==> config.mk <==
export PLATFORM = sky130hd
export DESIGN_NAME = psram_wb_arbiter
export DESIGN_NICKNAME = d
export VERILOG_FILES = /design/src/rtl/psram_pkg.sv /design/src/rtl/psram_wb_arbiter.sv
export SDC_FILE = /design/constraint.sdc
export NUM_CORES = 1
export LEC_CHECK = 0
export CAP_MARGIN = 20
export CORE_MARGIN = 8
export CORE_UTILIZATION = 40
export DETAILED_ROUTE_END_ITERATION = 7
export PLACE_DENSITY = 0.81
export SLEW_MARGIN = 20
export SYNTH_ARGS = -nofsm -noshare
export SYNTH_HDL_FRONTEND = slang
export SYNTH_SLANG_ARGS = --single-unit
==> constraint.sdc <==
create_clock -name clk_i -period 2.05 [get_ports clk_i]
set_clock_uncertainty 0.15 [all_clocks]
set_input_delay 0.41 -clock clk_i [delete_from_list [all_inputs] [get_ports clk_i]]
set_output_delay 0.41 -clock clk_i [all_outputs]
set_load 0.01 [all_outputs]
==> src/rtl/psram_pkg.sv <==
// psram_pkg: shared state encoding and bus widths for the PSRAM Wishbone arbiter
package psram_pkg;
  localparam int WB_AW = 32;
  localparam int WB_DW = 32;
  localparam int DEF_TIMEOUT_CYC = 1024;
  typedef enum logic [1:0] {ST_IDLE, ST_REQ, ST_GAP} state_t;
endpackage

==> src/rtl/psram_wb_arbiter.sv <==
// psram_wb_arbiter: two-master Wishbone arbiter with registered grant, post-ack idle gap and watchdog
module psram_wb_arbiter
  import psram_pkg::*;
#(
  parameter int FIXED_PRIO  = 0,
  parameter int TIMEOUT_CYC = DEF_TIMEOUT_CYC,
  parameter int CNT_W       = 11
) (
  input  logic             clk_i,
  input  logic             rst_n_i,
  input  logic [WB_AW-1:0] m0_adr_i,
  input  logic [WB_DW-1:0] m0_dat_i,
  input  logic [3:0]       m0_sel_i,
  input  logic             m0_cyc_i,
  input  logic             m0_stb_i,
  input  logic             m0_we_i,
  output logic [WB_DW-1:0] m0_dat_o,
  output logic             m0_ack_o,
  output logic             m0_err_o,
  input  logic [WB_AW-1:0] m1_adr_i,
  input  logic [WB_DW-1:0] m1_dat_i,
  input  logic [3:0]       m1_sel_i,
  input  logic             m1_cyc_i,
  input  logic             m1_stb_i,
  input  logic             m1_we_i,
  output logic [WB_DW-1:0] m1_dat_o,
  output logic             m1_ack_o,
  output logic             m1_err_o,
  output logic [WB_AW-1:0] s_adr_o,
  output logic [WB_DW-1:0] s_dat_o,
  output logic [3:0]       s_sel_o,
  output logic             s_we_o,
  output logic             s_cyc_o,
  output logic             s_stb_o,
  input  logic [WB_DW-1:0] s_dat_i,
  input  logic             s_ack_i,
  output logic             timeout_o
);
  state_t state, state_nxt;
  logic req0, req1, pick_gnt, gnt, last_grant, hit_ack, hit_tmo, start;
  logic [CNT_W-1:0] wd;
  function automatic logic pick(input logic r0, input logic r1, input logic last);
    return (r0 & r1) ? ((FIXED_PRIO != 0) ? 1'b0 : ~last) : ~r0;
  endfunction
  assign req0     = m0_cyc_i & m0_stb_i;
  assign req1     = m1_cyc_i & m1_stb_i;
  assign pick_gnt = pick(req0, req1, last_grant);
  assign start    = (state == ST_IDLE) & (req0 | req1);
  assign s_cyc_o  = state == ST_REQ;
  assign s_stb_o  = s_cyc_o;
  assign hit_ack  = s_cyc_o & s_ack_i;
  // an ack arriving on the last watchdog cycle still completes normally
  assign hit_tmo  = s_cyc_o & ~s_ack_i & (TIMEOUT_CYC != 0) & (wd == CNT_W'(TIMEOUT_CYC - 1));
  always_ff @(posedge clk_i)
    state <= !rst_n_i ? ST_IDLE : state_nxt;
  always_comb begin
    state_nxt = (state == ST_IDLE) ? (start ? ST_REQ : ST_IDLE) :
                (state == ST_REQ)  ? ((hit_ack | hit_tmo) ? ST_GAP : ST_REQ) : ST_IDLE;
  end
  always_ff @(posedge clk_i) begin
    if (!rst_n_i) begin
      s_adr_o    <= '0;
      s_dat_o    <= '0;
      s_sel_o    <= '0;
      s_we_o     <= 1'b0;
      gnt        <= 1'b0;
      last_grant <= 1'b1;
      wd         <= '0;
      m0_dat_o   <= '0;
      m1_dat_o   <= '0;
      m0_ack_o   <= 1'b0;
      m1_ack_o   <= 1'b0;
      m0_err_o   <= 1'b0;
      m1_err_o   <= 1'b0;
      timeout_o  <= 1'b0;
    end else begin
      if (start) begin
        gnt        <= pick_gnt;
        last_grant <= pick_gnt;
        s_adr_o    <= pick_gnt ? m1_adr_i : m0_adr_i;
        s_dat_o    <= pick_gnt ? m1_dat_i : m0_dat_i;
        s_sel_o    <= pick_gnt ? m1_sel_i : m0_sel_i;
        s_we_o     <= pick_gnt ? m1_we_i  : m0_we_i;
      end
      wd       <= !s_cyc_o ? '0 : (&wd) ? wd : wd + CNT_W'(1);
      m0_ack_o <= hit_ack & ~gnt;
      m1_ack_o <= hit_ack & gnt;
      m0_err_o <= hit_tmo & ~gnt;
      m1_err_o <= hit_tmo & gnt;
      if (hit_ack & ~s_we_o & ~gnt) m0_dat_o <= s_dat_i;
      if (hit_ack & ~s_we_o & gnt) m1_dat_o <= s_dat_i;
      if (hit_tmo) timeout_o <= 1'b1;
    end
  end
endmodule
==> flow_summary.json, run 1 <==
{
  "crit_start": "s_adr_o[30]",
  "synth_area_leader_cell": "dfxtp_1",
  "p_leak_nw": 3.76,
  "final_max_slew_viol_count": 0,
  "routabilityCongestion": 0.795,
  "hold_viol": 0,
  "hpwl_mm": 15.8,
  "synth_area_sq_um": 6090,
  "path_delay_family": "buffers and inverters",
  "setup_tns_ps": 0,
  "power_switching_w": 0.00189,
  "slowest_delay_ps": 600,
  "clk_pin_slew_ps": 70,
  "insertion_delay_ps": 420,
  "min_from": "rst_n_i",
  "seqPwrFrac_pct": 40.6,
  "power.share.clock_pct": 42.2,
  "die_w_um": 139,
  "start_util_pct": 40.5,
  "synth_warnings": 0,
  "grt_pass1_wl_mm": 33.9,
  "reg2reg_from": "wd[0]",
  "cts_setup_buffers": 0,
  "setup_ws_ps": 99.1,
  "ys_seq_elements": 153,
  "seq_area_frac_synth_pct": 50.3,
  "wl_per_cell_um": 16.9,
  "layout.cells.non_filler": 1257,
  "port_buffers": 316,
  "grt_max_degree": 77,
  "area_growth_pct": 67.8,
  "period_share_pct": 95.2,
  "antenna_found_initial": 1,
  "dr.pass1.iters": 4,
  "drt_iter0_markers": 229,
  "die_area_sq_um": 19400,
  "drive_above_1_share_pct": 6.27,
  "setup_viol": 0,
  "dp.cells": 1226,
  "synthesis.nets": 937,
  "power.density_nw_per_um2": 783,
  "vdd_drop_max_v": 0.000483,
  "synthCells": 759,
  "drc": 0,
  "cp.buffers_inverters": 1,
  "avgViaCountPerCell": 5.08,
  "switching_share_pct": 23.6,
  "maxCapViolations": 0,
  "combPwrFrac_pct": 17.2,
  "vias": 6388,
  "cts_buffer_depth": 2,
  "synth_top_area_share_pct": 50.3,
  "status": "finished, final reports clean",
  "pin_count": 317,
  "rsz0062_at_grt": "no",
  "worstMarginPinSlew_ps": 453,
  "ys_types": 45,
  "p_int_w": 0.00611,
  "synthArstFlopShare_pct": 0,
  "core_area_sq_um": 15000,
  "fmax_mhz": 513,
  "first_global_vias": 6356,
  "synth_top_cells_by_area": "dfxtp_1 50%, nand2_1 17%, a31oi_1 7.4%",
  "cts_num_sinks": 153,
  "fin_nets": 1235,
  "ctsResizeCount": 5,
  "wl_mm": 21.3,
  "startpoint_type": "flip-flop",
  "critPathMaxFanout": 2,
  "finalPower_w": 0.00800,
  "cts-root-buf": "clkbuf_16",
  "grt-ovfl-total": 0,
  "arrival_ps": 1390,
  "synth_ff_type": "dfxtp_1",
  "place_ws_ps": -91.3,
  "diodes": 0,
  "crit_chain": "clkdlybuf4s50_1",
  "numCtsBuffers": 17,
  "cp_slowest_cell": "clkdlybuf4s50_1",
  "worstSetupPathType": "flip-flop to output pin",
  "synth_edf_count": 0,
  "end_kind": "output pin",
  "ant_nets": 0,
  "synth_area_per_cell_sq_um": 8.03,
  "cts_tree": "built",
  "max-slew-margin-rel_pct": 69.0,
  "required_ps": 1490,
  "grt_usage_pct": 21.7,
  "rows": 45,
  "htreeDepth": 4,
  "postCtsHoldBufs": 0,
  "hold_path_class": "input pin to flip-flop",
  "die_h_um": 139,
  "min_period_ps": 1950
}
-- Yosys cell counts, types with 2 or more instances --
| master | n |
|---|---|
| nand2_1 | 274 |
| a21oi_1 | 3 |
| dfxtp_1 | 153 |
| o21a_1 | 2 |
| clkbuf_1 | 40 |
| buf_2 | 16 |
| mux2i_1 | 2 |
| a31oi_1 | 72 |
| nand3_1 | 3 |
| nand3b_1 | 2 |
| nor2_1 | 12 |
| a21boi_0 | 32 |
| and3_1 | 2 |
| nor3_1 | 2 |
| xnor2_1 | 2 |
| or3_1 | 3 |
| a21boi_1 | 32 |
| or4_1 | 2 |
| and2_1 | 3 |
| o21ai_0 | 71 |
| inv_1 | 2 |
| buf_4 | 6 |
-- final cells by class --
| type | instances | area, sq um |
|---|---|---|
| fillers | 1215 | 4810 |
| inverters | 2 | 7.51 |
| multi-input cells | 542 | 2780 |
| clock inverters | 12 | 198 |
| repair buffers | 341 | 3510 |
| flip-flops and latches | 153 | 3070 |
| clock buffers | 19 | 433 |
| well taps | 188 | 235 |
-- stage by stage --
step / util, % / hold slack, ps / instance area, sq um
floorplan: - / 282 / 6090
global placement: 63.8 / 290 / 9590
detailed placement: 63.8 / 294 / 9590
CTS: 68.0 / 146 / 10200
global route: 68.0 / 169 / 10200
finish: 68.0 / 166 / 10200
-- worst paths after layout --
| kind | endpoint | slack, ps | depth (start not counted) |
|---|---|---|---|
| max | s_adr_o[30] | 100 | 1 |
| max reg2reg | wd[1] | 300 | 6 |
| min | m0_err_o | 170 | 3 |
| min reg2reg | m0_dat_o[21] | 300 | 2 |
-- cell usage in the layout (no fill, tap or decap), drive strengths merged, types with 2 or more instances in the layout --
master,n
a21boi,64
bufinv,5
a31oi,72
or4,2
a21oi,3
and2,3
clkinvlp,2
and3,2
o21a,2
nand3,4
nor2,12
nor3,4
o21ai,71
nand3b,2
nor4,2
buf,26
inv,3
mux2i,2
clkdlybuf4s50,313
clkbuf,19
dfxtp,153
dlygate4sd2,2
clkinv,4
nand2,275
or3,3
xnor2,2
-- cell families after synthesis --
group,after synthesis,synth area share [%]
adders and majority gates,1,0.205
muxes,2,0.329
xor gates and xnor gates,2,0.288
buffers and inverters,64,4.64
AOI/OAI and AO/OA,219,22.6
DFF,153,50.3
and+or+nand+nor,318,21.7
-- metal layers --
layer / up-vias / global-route usage, % / routed length [um]
met5: - / 0 / 13
met4: 2 / 8.72 / 565
met3: 37 / 9.03 / 2030
met2: 259 / 36.8 / 10400
met1: 2915 / 23.5 / 8250
li1: 3175 / - / -
-- state kept, by name, summed over array words and instances (netlist names), 2 cells and up --
register,flops
s_dat_o,32
wd,11
m1_dat_o,32
s_adr_o,32
state,2
s_sel_o,4
m0_dat_o,32
-- power groups by stage --
stage | clock (W) | sequential (W) | combinational (W)
2_1_floorplan | 0 | 0.00338 | 0.000416
3_3_place_gp | 0 | 0.00331 | 0.00137
3_5_place_dp | 0 | 0.00331 | 0.00138
4_1_cts | 0.00343 | 0.00325 | 0.00139
5_1_grt | 0.00357 | 0.00327 | 0.00149
6_report | 0.00337 | 0.00325 | 0.00138
Power figures use the tool's default switching activity.
==> inputs of run 2 (changes only) <==
CTS_CLUSTER_SIZE = 16   (was unset)
==> results of run 2 <==
Same layout as run 1: the final DEF is identical, and so are final timing and power.
